**config.mk**
```make
export PLATFORM = sky130hd
export DESIGN_NAME = red_seq_ctrl
export DESIGN_NICKNAME = d
export VERILOG_FILES = /design/src/rtl/red_seq_pkg.sv /design/src/rtl/red_add4.sv /design/src/rtl/red_seq_ctrl.sv
export SDC_FILE = /design/constraint.sdc
export NUM_CORES = 1
export LEC_CHECK = 0
export ABC_AREA = 1
export ABC_CLOCK_PERIOD_IN_PS = 2360
export CAP_MARGIN = 20
export CORE_ASPECT_RATIO = 0.75
export CORE_UTILIZATION = 35
export DETAILED_ROUTE_END_ITERATION = 8
export PLACE_DENSITY = 0.54
export REMOVE_ABC_BUFFERS = 1
export SYNTH_ARGS = -nofsm -noshare
export SYNTH_HDL_FRONTEND = slang
export SYNTH_SLANG_ARGS = --single-unit
export TNS_END_PERCENT = 20
```
**constraint.sdc**
```tcl
create_clock -name clk -period 2.36 [get_ports clk]
set_input_delay 0.472 -clock clk [delete_from_list [all_inputs] [get_ports clk]]
set_output_delay 0.472 -clock clk [all_outputs]
set_load 0.02 [all_outputs]
```
**src/rtl/red_seq_pkg.sv**
```systemverilog
// Shared constants for the RED (byte-reduction) sequencer: FSM encoding,
// latency and datapath widths, plus the 9th-bit helper for signed byte sums.
package red_seq_pkg;

    localparam int WIDTH   = 16;
    localparam int ADDER_W = 4;
    localparam int RED_LAT = 7;

    localparam logic [3:0] ST_IDLE = 4'd0;
    localparam logic [3:0] ST_LO0  = 4'd1;
    localparam logic [3:0] ST_LO1  = 4'd2;
    localparam logic [3:0] ST_HI0  = 4'd3;
    localparam logic [3:0] ST_HI1  = 4'd4;
    localparam logic [3:0] ST_F0   = 4'd5;
    localparam logic [3:0] ST_F1   = 4'd6;
    localparam logic [3:0] ST_F2   = 4'd7;
    localparam logic [3:0] ST_DONE = 4'd8;

    // a7 ^ b7 ^ cout7 rewritten on the carry into bit 7: equal signs give that
    // sign, differing signs give the inverted incoming carry.
    function automatic logic sign9(input logic a_msb, input logic b_msb, input logic c_msb);
        logic r;
        if (a_msb == b_msb) begin
            r = a_msb;
        end else begin
            r = ~c_msb;
        end
        return r;
    endfunction

endpackage

```
**src/rtl/red_add4.sv**
```systemverilog
// Shared 4-bit carry-lookahead slice; c3 is the carry into the top bit so the
// caller can form the sign-extension bit of a signed sum.
module red_add4
    import red_seq_pkg::*;
(
    input  logic [ADDER_W-1:0] a,
    input  logic [ADDER_W-1:0] b,
    input  logic               cin,
    output logic [ADDER_W-1:0] sum,
    output logic               cout,
    output logic               c3
);

    logic [ADDER_W-1:0] p_s;
    logic [ADDER_W-1:0] g_s;
    logic               c1_s;
    logic               c2_s;

    assign p_s  = a ^ b;
    assign g_s  = a & b;
    assign c1_s = g_s[0] | (p_s[0] & cin);
    assign c2_s = g_s[1] | (p_s[1] & g_s[0]) | (p_s[1] & p_s[0] & cin);
    assign c3   = g_s[2] | (p_s[2] & g_s[1]) | (p_s[2] & p_s[1] & g_s[0])
                | (p_s[2] & p_s[1] & p_s[0] & cin);
    assign cout = g_s[3] | (p_s[3] & g_s[2]) | (p_s[3] & p_s[2] & g_s[1])
                | (p_s[3] & p_s[2] & p_s[1] & g_s[0])
                | (p_s[3] & p_s[2] & p_s[1] & p_s[0] & cin);
    assign sum  = p_s ^ {c3, c2_s, c1_s, cin};

endmodule

```
**src/rtl/red_seq_ctrl.sv**
```systemverilog
// RED sequencer: sums the signed byte pairs of A and B, then adds the two
// 9-bit partials, all through one 4-bit slice over seven cycles.
module red_seq_ctrl #(
    parameter int WIDTH   = red_seq_pkg::WIDTH,
    parameter int ADDER_W = red_seq_pkg::ADDER_W
) (
    input  logic             clk,
    input  logic             rst_n,
    input  logic             flush,
    input  logic             in_valid,
    output logic             in_ready,
    input  logic [WIDTH-1:0] A,
    input  logic [WIDTH-1:0] B,
    output logic             out_valid,
    input  logic             out_ready,
    output logic [WIDTH-1:0] Out,
    output logic             busy
);
    import red_seq_pkg::*;

    logic [3:0]         state_r;
    logic [3:0]         next_state_s;
    logic [WIDTH-1:0]   a_r;
    logic [WIDTH-1:0]   b_r;
    logic [8:0]         lo_r;
    logic [8:0]         hi_r;
    logic [7:0]         res_lo_r;
    logic               carry_r;
    logic [WIDTH-1:0]   out_r;
    logic [ADDER_W-1:0] add_a_s;
    logic [ADDER_W-1:0] add_b_s;
    logic [ADDER_W-1:0] add_sum_s;
    logic               add_cout_s;
    logic               add_c3_s;
    logic               sign_s;

    // Next-state sequencing; flush overrides everything
    always_comb begin
        next_state_s = state_r;
        if (flush) begin
            next_state_s = ST_IDLE;
        end else begin
            case (state_r)
                ST_IDLE: next_state_s = in_valid ? ST_LO0 : ST_IDLE;
                ST_LO0:  next_state_s = ST_LO1;
                ST_LO1:  next_state_s = ST_HI0;
                ST_HI0:  next_state_s = ST_HI1;
                ST_HI1:  next_state_s = ST_F0;
                ST_F0:   next_state_s = ST_F1;
                ST_F1:   next_state_s = ST_F2;
                ST_F2:   next_state_s = ST_DONE;
                ST_DONE: next_state_s = out_ready ? ST_IDLE : ST_DONE;
                default: next_state_s = ST_IDLE;
            endcase
        end
    end

    // Operand mux for the shared slice; F2 adds the sign-extension nibbles
    always_comb begin
        add_a_s = 4'h0;
        add_b_s = 4'h0;
        case (state_r)
            ST_LO0:  begin add_a_s = a_r[3:0];      add_b_s = b_r[3:0];      end
            ST_LO1:  begin add_a_s = a_r[7:4];      add_b_s = b_r[7:4];      end
            ST_HI0:  begin add_a_s = a_r[11:8];     add_b_s = b_r[11:8];     end
            ST_HI1:  begin add_a_s = a_r[15:12];    add_b_s = b_r[15:12];    end
            ST_F0:   begin add_a_s = hi_r[3:0];     add_b_s = lo_r[3:0];     end
            ST_F1:   begin add_a_s = hi_r[7:4];     add_b_s = lo_r[7:4];     end
            ST_F2:   begin add_a_s = {4{hi_r[8]}};  add_b_s = {4{lo_r[8]}};  end
            default: begin add_a_s = 4'h0;          add_b_s = 4'h0;          end
        endcase
    end

    red_add4 u_add4 (
        .a    (add_a_s),
        .b    (add_b_s),
        .cin  (carry_r),
        .sum  (add_sum_s),
        .cout (add_cout_s),
        .c3   (add_c3_s)
    );

    assign sign_s = sign9(add_a_s[3], add_b_s[3], add_c3_s);

    // FSM state register
    always_ff @(posedge clk or negedge rst_n) begin
        if (!rst_n) begin
            state_r <= ST_IDLE;
        end else begin
            state_r <= next_state_s;
        end
    end

    // Operand capture, partial sums, carry chain and result register
    always_ff @(posedge clk or negedge rst_n) begin
        if (!rst_n) begin
            a_r      <= 16'h0000;
            b_r      <= 16'h0000;
            lo_r     <= 9'h000;
            hi_r     <= 9'h000;
            res_lo_r <= 8'h00;
            carry_r  <= 1'b0;
            out_r    <= 16'h0000;
        end else if (flush) begin
            carry_r  <= 1'b0;
        end else begin
            case (state_r)
                ST_IDLE: begin
                    if (in_valid) begin
                        a_r <= A;
                        b_r <= B;
                    end
                    carry_r <= 1'b0;
                end
                ST_LO0: begin lo_r[3:0] <= add_sum_s; carry_r <= add_cout_s; end
                ST_LO1: begin lo_r[8:4] <= {sign_s, add_sum_s}; carry_r <= 1'b0; end
                ST_HI0: begin hi_r[3:0] <= add_sum_s; carry_r <= add_cout_s; end
                ST_HI1: begin hi_r[8:4] <= {sign_s, add_sum_s}; carry_r <= 1'b0; end
                ST_F0:  begin res_lo_r[3:0] <= add_sum_s; carry_r <= add_cout_s; end
                ST_F1:  begin res_lo_r[7:4] <= add_sum_s; carry_r <= add_cout_s; end
                ST_F2: begin
                    out_r   <= {{4{add_sum_s[3]}}, add_sum_s, res_lo_r};
                    carry_r <= 1'b0;
                end
                ST_DONE: carry_r <= 1'b0;
                default: carry_r <= 1'b0;
            endcase
        end
    end

    assign in_ready  = (state_r == ST_IDLE) && !flush;
    assign out_valid = (state_r == ST_DONE);
    assign busy      = (state_r != ST_IDLE);
    assign Out       = out_r;

endmodule
```
# After elaboration in Yosys (flattened, before gate mapping)
# Index checks and enable logic that the tools add are counted.
# totals
reg_bits,75
out_inout_bits,19
wordCells,73
in_bits,37
# classes
bitwise_logic,31
n_reduce_logical,13
muxes,9
eq_ne,9
# ops
cell,n
$pmux W4 S7,2
$pmux W4 S9,1
$and A1 B1 Y1,16
$eq A4 B3 Y1 const B,4
$reduce_and A2 Y1,7
$or A1 B1 Y1,10
$eq A4 B2 Y1 const B,2
$mux W4,2
$xor A4 B4 Y4,2
$and A4 B4 Y4,1
$eq A4 B1 Y1 const B,1
$eq A4 B4 Y1 const B,1
$logic_not A4 Y1,1
$mux W1,4
$reduce_bool A4 Y1,1
$reduce_or A4 Y1,1
$reduce_and A3 Y1,1
$not A1 Y1,2
$eq A1 B1 Y1,1
$logic_and A1 B1 Y1,1
$logic_not A1 Y1,1

# Logic depth before layout (Yosys ltp)
# depth
ltp_word,10
mapped_depth,16
ltp_nobuf,16

# By module
# From an unflattened synthesis, not the netlist that was laid out.
# unflattened
cells_unflattened,357
hier_area_um2,3538.4
# by_module_without_submodules
mod,area_each_um2,seq_area_each_um2,n_inst,cells_each
red_seq_ctrl,3344.5,1876.8,1,326
red_add4,193.9,0.0,1,31

# Worst setup path after synthesis
# Ideal clock, no wire load.
# synth_path
path_kind,flip-flop to flip-flop
from,reg state_r[2]
to,reg res_lo_r[6]
stages_incl_launch_ff,15
n_path_buf,0
setup_slack_ps,114
arrival_ps,2128
required_time_ps,2241
setup_ps,119
period_less_slack_ps,2246
path_cell_list,dfrtp_1 inv_1 nor2_4 nand2_1 inv_1 nand2_1 nand3_1 nor2_1 nand3_1 ha_1 a21oi_1 nand2_1 xnor2_1 nand2_1 o21a_1
# synth_between
elab_chain_cells,7
elab_cells_between_ends,18
classes_between,7 x eq/ne; 2 x mux; 8 x bitwise; 1 x reduce/logical
# synth_lines
element,line_no,source
start: declaration,red_seq_ctrl.sv:21,logic [3:0] state_r;
start signal: assignment,red_seq_ctrl.sv:90,state_r <= next_state_s;
"$eq A4 B3 Y1, or another cell as far along",red_seq_ctrl.sv:62,case (state_r)
$pmux W4 S7,red_seq_ctrl.sv:62,
$xor A4 B4 Y4 / $and A4 B4 Y4 (equally long branches),"red_add4.sv:19, red_add4.sv:20",
$and A1 B1 Y1,red_add4.sv:22,assign c2_s = g_s[1] | (p_s[1] & g_s[0]) | (p_s[1] & p_s[0] & cin);
$or A1 B1 Y1 / $and A1 B1 Y1 (equally long branches),red_add4.sv:22,
$or A1 B1 Y1,red_add4.sv:22,
$xor A4 B4 Y4,red_add4.sv:28,"assign sum = p_s ^ {c3, c2_s, c1_s, cin};"
end signal: assignment,red_seq_ctrl.sv:120,ST_F1: begin res_lo_r[7:4] <= add_sum_s; carry_r <= add_cout_s; end
end: declaration,red_seq_ctrl.sv:27,logic [7:0] res_lo_r;
# Parallel ways exist; a longest one is shown, timed or not.
# A chain may end at the register's enable or synchronous reset.

# Worst setup path after layout
# layout_path
from,reg state_r[3]
to,reg res_lo_r[6]
# Same word-level chain as after synthesis.

==> metrics <==
IO buf count=55; status=finished with violations; clock skew=0.00719 ns; CTS root buffer=clkbuf_16; vias per inst=4.69; Synth Area per Inst=9.66 µm²; gr usage total=17.1%; Final WS setup=-0.00342 ns; Area contributors post-synth=dfrtp_1 (52%), nand2_1 (12%), mux2_4 (12%); post-DP HPWL=~6.2 mm; area leader, netlist=dfrtp_1; Yosys warnings=0; fin nets=between 500 and 600; most frequent cells in the layout=nand2_1 (108), dfrtp_1 (72), clkdlybuf4s50_1 (52); area grow syn2layout=39.0%; drt pass-1 iters=4; share of cells above drive strength 1=a little over a quarter; worst path arrival time=around 2.6 ns; Max Cap Viol=0; unrepaired setup endpoints after global routing=true; Fillers=roughly 910; Yosys top cell area share=a little over half; buffer levels on the longest clock path=2; gr ovfl total=0; first-pass GRT wire length=~14 mm; Ant. Diodes=0; synthesized flop and latch total=75; final setup violating endpoints=1; total core area=0.00981 mm²; CTS HTree Levels=3; TritonCTS clock tree=yes; drc violations=0; Seq/Total Area, Yosys=between 50% and 60%; RePlAce Congestion=0.906; Initial Util=between 30% and 40%; die width=119 µm; worst slack at placement=-0.162 ns; Hold/Removal Path Class=input pin to asynchronous set/reset pin; Core Util, Final=50.9%; largest net degree at the start of global routing=76; Worst setup EP type=flip-flop; worst vdd ir=between 0.4 and 0.5 mV; max_slew headroom=about three fifths; Pins Over Slew Limit=0; maximum clock frequency=423 MHz; antenna violations before repair=0; Leak=2.48 nW; startpoint types=flip-flop; final WL=about 8.5 mm; worst reg2reg path startpoint=state_r[3]; Row Count=31; DRT antenna net count=0; TritonCTS Buffers=9; vias in the first global route=2817; clock-pin slew on the worst setup and hold paths=0.05 ns; Ports=56; Final period util=100%; clk_lat worst skew=around 0.33 ns; critical path required time=around 2.6 ns; Worst R2R Path Depth=12; Mapped Area=around 0.0036 mm²; Cell variety after synth=28; clk sinks=75; Final Hold Viols=0; Die Footprint=about 0.011 mm²; cell count after synthesis=roughly 370; reg-to-reg endpoint=res_lo_r[6]; post-route minimum period=between 2 and 2.5 ns; Crit Path Category=flip-flop to flip-flop; Chip Height=between 80 and 90 µm; commonest non-fill, non-tap cell in the layout=nand2_1; DR iter-0 viols=around 160; total number of vias=between 2000 and 3000; setup slack, reg-to-reg=-0.003 ns; Power Total=0.00425 W; Worst-Margin Slew=0.570 ns; Setup TNS Final=-0.00342 ns; PwrDens=approximately 850 mW/mm²; failing checks=negative setup slack; worst-path fanout max=8; CP Launch Point=state_r[3]; post-DR wirelength/cell=14.0 µm; Hold WS=0.162 ns
## power by group
part / switching, W / internal (W) / total (W)
Combinational: 0.000511 / 0.000578 / 0.00109
Clock: 0.000482 / 0.000847 / 0.00133
Sequential: 0.000197 / 0.00163 / 0.00183
Total: 0.00119 / 0.00306 / 0.00425
## repair_timing
action                                  CTS  global route
pin swaps                                 1            22
resized for setup                         8            35
hold buffers                              0             0
setup buffers                             1             7
hold endpoints to repair                  0             0
gates cloned                              0             1
endpoints found under the setup margin   30            31
## layout make-up
| cell class | instances | area (µm²) | area share (%) |
|---|---|---|---|
| inverters | 35 | 131 | 2.63 |
| repair buffers | 98 | 920 | 18.4 |
| well taps | 132 | 165 | 3.31 |
| multi-input cells | 253 | 1610 | 32.2 |
| clock buffers | 14 | 254 | 5.09 |
| flip-flops and latches | 75 | 1880 | 37.7 |
| clock inverters | 2 | 35.0 | 0.702 |
## critical path, stage by stage, from the launching register on
cell and delay [ns]:
dfrtp_2 0.45, nor2_4 0.26, nand3_1 0.22, o21ai_0 0.16
nor2_1 0.08, nand3_1 0.07, ha_1 0.26, a21oi_2 0.15
nand2_2 0.10, xnor2_2 0.20, buf_4 0.16, nand2_1 0.05
o21a_1 0.10
## sequential cells by signal (all words and copies together) (netlist names)
signal,count
a_r,16
res_lo_r,8
lo_r,9
b_r,16
state_r,4
carry_r,1
hi_r,9
Out,12
## how the worst max path moves through the flow
stage             endpoint  slack (ns)
2_1_floorplan  res_lo_r[6]        0.11
3_3_place_gp   res_lo_r[6]       -0.16
3_5_place_dp   res_lo_r[6]       -0.16
4_1_cts        res_lo_r[6]       -0.02
5_1_grt        res_lo_r[6]       -0.12
6_report       res_lo_r[6]      -0.003
## through the flow
stage	cells	cell area, µm²
after floorplan	362	3510
after global placement	585	4530
after detailed placement	585	4530
after CTS	602	4850
after global routing	609	4990
final	609	4990
## cell families after synthesis
family | share of synthesized area, %
AO/OA/AOI/OAI | 5.82
XOR/XNOR | 0.488
adder cells (fa/ha/maj) | 1.95
buffers and inverters | 5.85
flip-flops | 52.2
multiplexers | 12.6
AND/OR/NAND/NOR | 21.0
## per-layer routing
layer / up-vias / global-route usage [%] / part of all wire [%]
met5: - / 0 / 0
met4: 0 / 4.43 / 0.60
met3: 5 / 4.76 / 5.5
met2: 66 / 23.8 / 43
met1: 1382 / 25.7 / 51
li1: 1404 / - / -
## synth_stat cells (all sizes together)
master / instances
nand3: 27
fa: 1
dfrtp: 75
mux2: 31
o21ai: 29
nand4: 1
a31oi: 1
nor3: 1
xnor2: 2
a21oi: 5
nor4: 1
o21a: 2
ha: 4
o41ai: 1
o311ai: 1
inv: 35
nor2: 28
buf: 10
nand2: 117
No activity file was read; power rests on OpenSTA's default activity.
